## config.mk

```make
export PLATFORM = sky130hd
export DESIGN_NAME = inst_encoder_loader
export DESIGN_NICKNAME = d
export VERILOG_FILES = /design/src/rtl/inst_encoder_loader.sv
export SDC_FILE = /design/constraint.sdc
export NUM_CORES = 1
export LEC_CHECK = 0
export CORE_MARGIN = 10
export CORE_UTILIZATION = 51
export DETAILED_ROUTE_END_ITERATION = 10
export PLACE_DENSITY = 0.95
export SLEW_MARGIN = 40
export SYNTH_ARGS = -nofsm -noshare
export SYNTH_HDL_FRONTEND = slang
export SYNTH_SLANG_ARGS = --single-unit
```

## constraint.sdc

```tcl
create_clock -name clk -period 3.3 [get_ports clk]
set_clock_uncertainty 0.2 [all_clocks]
set_input_delay 0.66 -clock clk [delete_from_list [all_inputs] [get_ports clk]]
set_output_delay 0.66 -clock clk [all_outputs]
set_load 0.005 [all_outputs]
```

## src/rtl/inst_encoder_loader.sv

```systemverilog
// rtl/inst_encoder_loader.sv - RV32I field-to-word encoder that loads instruction memory sequentially
//
// Packs op/register/immediate fields into 32-bit RV32I instruction words and
// writes them to consecutive imem word addresses, starting at BASE_ADDR each
// time a load session is started.
//
// Optional feature macro: IMM_RANGE_CHECK_EN
//   defined   : immediates outside their encodable range are dropped and flag err_range
//   undefined : immediates are truncated to their field bits, err_range is tied 0
//
// Ports
//   clk, rst          clock and synchronous active-high reset
//   start             pulse: begin a new load session at BASE_ADDR (valid in any state)
//   in_valid/in_ready field-beat handshake; in_last marks the final beat of a session
//   op_sel            0 ADD, 1 SUB, 2 ADDI, 3 SRAI, 4 LW, 5 SW, 6 BEQ, 7 illegal
//   rd, rs1, rs2      register indices
//   imm               signed immediate (byte offset for BEQ, shamt for SRAI)
//   imem_we/addr/wdata registered write port, one strobe per encoded word
//   done              level, session complete until the next start or reset
//   count             words written this session
//   err_illegal       sticky, an op_sel of 7 was consumed
//   err_range         sticky, an out-of-range immediate was consumed

module inst_encoder_loader #(
    parameter int                DEPTH     = 64,
    parameter int                ADDR_W    = 32,
    parameter logic [ADDR_W-1:0] BASE_ADDR = '0
) (
    input  logic                       clk,
    input  logic                       rst,
    input  logic                       start,
    input  logic                       in_valid,
    output logic                       in_ready,
    input  logic                       in_last,
    input  logic [2:0]                 op_sel,
    input  logic [4:0]                 rd,
    input  logic [4:0]                 rs1,
    input  logic [4:0]                 rs2,
    input  logic [31:0]                imm,
    output logic                       imem_we,
    output logic [ADDR_W-1:0]          imem_addr,
    output logic [31:0]                imem_wdata,
    output logic                       done,
    output logic [$clog2(DEPTH+1)-1:0] count,
    output logic                       err_illegal,
    output logic                       err_range
);

    localparam int             CW       = $clog2(DEPTH + 1);
    localparam logic [CW-1:0]  LAST_CNT = CW'(DEPTH - 1);

    localparam logic [2:0] OP_ADD  = 3'd0;
    localparam logic [2:0] OP_SUB  = 3'd1;
    localparam logic [2:0] OP_ADDI = 3'd2;
    localparam logic [2:0] OP_SRAI = 3'd3;
    localparam logic [2:0] OP_LW   = 3'd4;
    localparam logic [2:0] OP_SW   = 3'd5;
    localparam logic [2:0] OP_BEQ  = 3'd6;
    localparam logic [2:0] OP_BAD  = 3'd7;

    localparam logic [6:0] OPC_OP     = 7'b0110011;
    localparam logic [6:0] OPC_OP_IMM = 7'b0010011;
    localparam logic [6:0] OPC_LOAD   = 7'b0000011;
    localparam logic [6:0] OPC_STORE  = 7'b0100011;
    localparam logic [6:0] OPC_BRANCH = 7'b1100011;

    typedef enum logic [1:0] {
        S_IDLE = 2'd0,
        S_LOAD = 2'd1,
        S_DONE = 2'd2
    } state_t;

    state_t              state_q;
    state_t              state_d;
    logic [ADDR_W-1:0]   addr_q;
    logic [31:0]         enc;
    logic                accept;
    logic                illegal;
    logic                range_bad;
    logic                write_ok;

    assign in_ready = (state_q == S_LOAD) && !start;
    assign accept   = in_valid && in_ready;
    assign illegal  = (op_sel == OP_BAD);
    assign write_ok = accept && !illegal && !range_bad;

    // Field packing. Fields an op does not use are simply not referenced.
    always_comb begin
        enc = '0;
        case (op_sel)
            OP_ADD:  enc = {7'b0000000, rs2, rs1, 3'b000, rd, OPC_OP};
            OP_SUB:  enc = {7'b0100000, rs2, rs1, 3'b000, rd, OPC_OP};
            OP_ADDI: enc = {imm[11:0], rs1, 3'b000, rd, OPC_OP_IMM};
            OP_SRAI: enc = {7'b0100000, imm[4:0], rs1, 3'b101, rd, OPC_OP_IMM};
            OP_LW:   enc = {imm[11:0], rs1, 3'b010, rd, OPC_LOAD};
            OP_SW:   enc = {imm[11:5], rs2, rs1, 3'b010, imm[4:0], OPC_STORE};
            // B-type scatters the offset; bit 0 is implicit zero and dropped.
            OP_BEQ:  enc = {imm[12], imm[10:5], rs2, rs1, 3'b000,
                            imm[4:1], imm[11], OPC_BRANCH};
            default: enc = '0;
        endcase
    end

`ifdef IMM_RANGE_CHECK_EN
    logic signed [31:0] simm;
    logic               err_range_q;

    assign simm      = imm;
    assign err_range = err_range_q;

    always_comb begin
        range_bad = 1'b0;
        case (op_sel)
            OP_ADDI, OP_LW, OP_SW: range_bad = (simm < -2048) || (simm > 2047);
            // Unsigned compare: negative shift amounts are rejected too.
            OP_SRAI:               range_bad = (imm > 32'd31);
            OP_BEQ:                range_bad = (simm < -4096) || (simm > 4094) || imm[0];
            default:               range_bad = 1'b0;
        endcase
    end

    always_ff @(posedge clk) begin
        if (rst) begin
            err_range_q <= 1'b0;
        end else if (start) begin
            err_range_q <= 1'b0;
        end else if (accept && !illegal && range_bad) begin
            err_range_q <= 1'b1;
        end
    end
`else
    logic unused_imm;

    // High immediate bits only matter to the range check.
    assign unused_imm = ^imm[31:13];
    assign range_bad  = 1'b0;
    assign err_range  = 1'b0;
`endif

    // Next-state logic. start wins from any state. The full-session exit is
    // taken on the accepting edge so the last write and DONE coincide and no
    // further beat can slip in.
    always_comb begin
        state_d = state_q;
        if (start) begin
            state_d = S_LOAD;
        end else begin
            case (state_q)
                S_LOAD: begin
                    if ((accept && in_last) || (write_ok && count == LAST_CNT)) begin
                        state_d = S_DONE;
                    end
                end
                default: state_d = state_q;
            endcase
        end
    end

    always_ff @(posedge clk) begin
        if (rst) begin
            state_q     <= S_IDLE;
            addr_q      <= BASE_ADDR;
            imem_we     <= 1'b0;
            imem_addr   <= BASE_ADDR;
            imem_wdata  <= '0;
            done        <= 1'b0;
            count       <= '0;
            err_illegal <= 1'b0;
        end else begin
            state_q <= state_d;
            done    <= (state_d == S_DONE);
            imem_we <= write_ok;
            if (start) begin
                // in_ready is low while start is high, so no write races the restart.
                addr_q      <= BASE_ADDR;
                count       <= '0;
                err_illegal <= 1'b0;
            end else begin
                if (write_ok) begin
                    imem_addr  <= addr_q;
                    imem_wdata <= enc;
                    addr_q     <= addr_q + ADDR_W'(4);
                    count      <= count + CW'(1);
                end
                if (accept && illegal) begin
                    err_illegal <= 1'b1;
                end
            end
        end
    end

endmodule

```

==> flow_metrics.env <==
export IMPL_status="complete, no violations"
export IMPL_num_nets_final=673
export IMPL_tns_ps=0
export IMPL_tritoncts="done"
export IMPL_worst_pin_slew_ps=873
export IMPL_layout_drive_gt1_share=0.0628
export IMPL_diodes=0
export IMPL_reg2reg_from="addr_q[9]"
export IMPL_combPwrFrac=0.080
export IMPL_seq_area_um2=2000
export IMPL_rrSetupSlack_ps=1030
export IMPL_wirelength_mm=12.6
export IMPL_path_delay_family="buffers and inverters"
export IMPL_slowest_delay_ps=530
export IMPL_crit_start="start"
export IMPL_switching_power_mw=0.513
export IMPL_die_w_um=112
export IMPL_vias_per_cell=5.88
export IMPL_swShare=0.222
export IMPL_synth_warnings=0
export IMPL_critPathSlowestCell="clkdlybuf4s50_1"
export IMPL_fmax_mhz=350
export IMPL_crit_arrival_ps=2000
export IMPL_clock_latency_ps=350
export IMPL_dpl_cell_count=710
export IMPL_crit_buf_inv=3
export IMPL_drt_wirelength_per_cell_um=17.4
export IMPL_fill_cells=644
export IMPL_pwr_share_clk=0.388
export IMPL_final_antenna_net_count=0
export IMPL_hold_viol_final=0
export IMPL_rsz0062_at_grt="false"
export IMPL_r2r_end="addr_q[13]"
export IMPL_area_growth_pct=30.9
export IMPL_vias=4270
export IMPL_p_int_mw=1.79
export IMPL_wl_met3_mm=1.34
export IMPL_top_layer="met4"
export IMPL_min_period_over_period=0.867
export IMPL_clock_sinks=100
export IMPL_ios=131
export IMPL_crit_fanout=14
export IMPL_wl_met1_mm=4.67
export IMPL_path_cells="clkdlybuf4s50_1 -> buf_4 -> nor3b_1 -> clkdlybuf4s50_1"
export IMPL_critPathCapture="in_ready"
export IMPL_overflow=0
export IMPL_setup_viol=0
export IMPL_crit_cells=4
export IMPL_cts_resized=0
export IMPL_final_area_um2=5670
export IMPL_path_clk_slew_ps=90
export IMPL_r2r_cells=4
export IMPL_maxCapViolations=0
export IMPL_end_kind="output port"
export IMPL_start_util=0.524
export IMPL_gp_congestion=0.869
export IMPL_htreeDepth=3
export IMPL_rows=33
export IMPL_grt_pass1_vias=4400
export IMPL_crit_type="input port to output port"
export IMPL_pwr_share_seq=0.531
export IMPL_synth_cell_area_um2=4330
export IMPL_slew_violations=0
export IMPL_post_route_min_period_ps=2860
export IMPL_synthCells=526
export IMPL_p_leak_nw=1.88
export IMPL_grt_pass1_wl_mm=20.8
export IMPL_peakVddDrop_mv=0.354
export IMPL_startpoint_type="input port"
export IMPL_drt_iter0_markers=282
export IMPL_timing_slew_headroom=0.416
export IMPL_ys_flop_type="dfxtp_1"
export IMPL_grt_max_degree=70
export IMPL_synth_seq_area_share=0.462
export IMPL_postCtsHoldBufs=0
export IMPL_multi_input_area_um2=2120
export IMPL_instances_no_fill=726
export IMPL_route_met2_wl_mm=6.31
export IMPL_hpwlAfterDp_mm=9.11
export IMPL_cts_setup_buffers=0
export IMPL_core_um2=8260
export IMPL_worstPathRequired_ps=2440
export IMPL_cts_buffers=9
export IMPL_antenna_found_initial=0
export IMPL_portBuffers=106
export IMPL_ys_types=48
export IMPL_die_h_um=112
export IMPL_async_reset_ff_frac=0
export IMPL_hold_depth=2
export IMPL_clockBufferDepth=2
export IMPL_post_route_drc_count=0
export IMPL_dr_pass1_iters=5
export IMPL_clock_root_buffer="clkbuf_8"
export IMPL_place_area_um2=5430
export IMPL_synth_edf_count=0
export IMPL_die_area_um2=12600
export IMPL_power_per_cell_area_nw_per_um2=407
export IMPL_grtUsageTotal=0.192
export IMPL_ys_ff_latch=100
export IMPL_hold_path_class="flop to flop"
export IMPL_syn_avg_cell_area_um2=8.23
export IMPL_cpMostUsedCell="clkdlybuf4s50_1"
[placed cells by master (no fill, tap or decap), types with 2 or more instances in the layout]
cell               n
mux2i_1            7
o21ai_0            9
nand2b_1           8
and2_1             3
a221oi_1           5
and4_1             5
nand4_1           16
o31ai_1            6
o21a_1             2
dfxtp_1          100
or3_1             17
clkbuf_8          12
ha_1               2
nor3_1             3
nor4_1             3
conb_1             5
xor2_1             6
a211oi_1           6
a21oi_1           68
nand3_1           17
inv_1              8
or4_1              7
and3_1             5
clkdlybuf4s50_1  105
clkinv_2           2
o311ai_0           2
nand2_1           97
bufinv_16          2
a32oi_1            5
nor2b_1            3
nor2_1            39
o311ai_1           2
xnor2_1            7
a22oi_1            6
o41ai_1            4
buf_4             12
[cell usage after synthesis, drive strengths merged (2+ instances only)]
cell type	number	area, µm²
inv	8	30.0
nor2b	3	18.8
and2	3	18.8
o21ai	9	45.0
nor4	4	31.3
a21oi	68	340
o311ai	4	35.0
xor2	6	52.6
o41ai	4	35.0
or4	9	72.6
a22oi	6	45.0
nand4	17	113
and3	5	31.3
and4	6	53.8
or3	17	106
a211oi	6	45.0
nand2	97	364
a221oi	5	43.8
nor3	3	15.0
o31ai	6	45.0
buf	15	92.6
dfxtp	100	2000
nor2	40	150
nand2b	8	50.1
o21a	2	15.0
clkbuf	28	105
xnor2	7	61.3
a32oi	5	43.8
ha	2	25.0
nand3	17	85.1
mux2i	7	70.1
[per-layer routing]
layer  GRT usage  up-vias
met4      0.0778        0
li1            -     2024
met1       0.196     2020
met2       0.338      196
met5           0        -
met3      0.0831       30
[logic make-up after synthesis]
group / synth area share
muxes: 0.0162
other: 0.000866
AOI/OAI and AO/OA: 0.165
and+or+nand+nor: 0.271
xor gates and xnor gates: 0.0263
adders and majority gates: 0.00578
DFF: 0.462
buffers and inverters: 0.0526
[per-stage QoR]
stage	hold slack [ps]	setup WS [ps]	power, mW	util
3_3_place_gp	241	343	1.43	0.658
2_1_floorplan	241	959	1.34	-
3_5_place_dp	248	159	1.44	0.658
5_1_grt	275	360	2.38	0.686
4_1_cts	261	433	2.31	0.686
6_report	259	440	2.31	0.686
[registers in the layout, summed over array words and instances (netlist names)]
name and count:
imem_we 1, addr_q 30, err_illegal 1, imem_addr 30, imem_wdata 28, count 7, state_q 2, done 1
[worst min path at each step]
stage	start	endpoint
4_1_cts	imem_addr[16]	imem_addr[16]
3_3_place_gp	imem_wdata[23]	imem_wdata[23]
6_report	imem_addr[13]	imem_addr[13]
5_1_grt	imem_addr[16]	imem_addr[16]
3_5_place_dp	imem_addr[16]	imem_addr[16]
2_1_floorplan	addr_q[31]	imem_addr[31]
[tightest hold or removal path: cells and delay by family (launching register included)]
family             cells  cell delay (ps)
and+or+nand+nor        1               50
DFF                    1              320
AOI/OAI and AO/OA      1               50
[power groups by stage]
stage | Clock, mW | Sequential [mW] | Combinational (mW)
2_1_floorplan | 0 | 1.25 | 0.0897
3_3_place_gp | 0 | 1.25 | 0.176
3_5_place_dp | 0 | 1.25 | 0.183
4_1_cts | 0.902 | 1.23 | 0.184
5_1_grt | 0.954 | 1.23 | 0.202
6_report | 0.896 | 1.23 | 0.186
[cell type report]
cell class                      count  area share
Timing Repair Buffer              118       0.202
Inverter                            8     0.00530
Clock inverter                      4      0.0124
Sequential cell                   100       0.353
Multi-Input combinational cell    379       0.375
Clock buffer                       12      0.0291
Tap cell                          105      0.0232
Note: power is estimated with default switching activity, not from simulation.
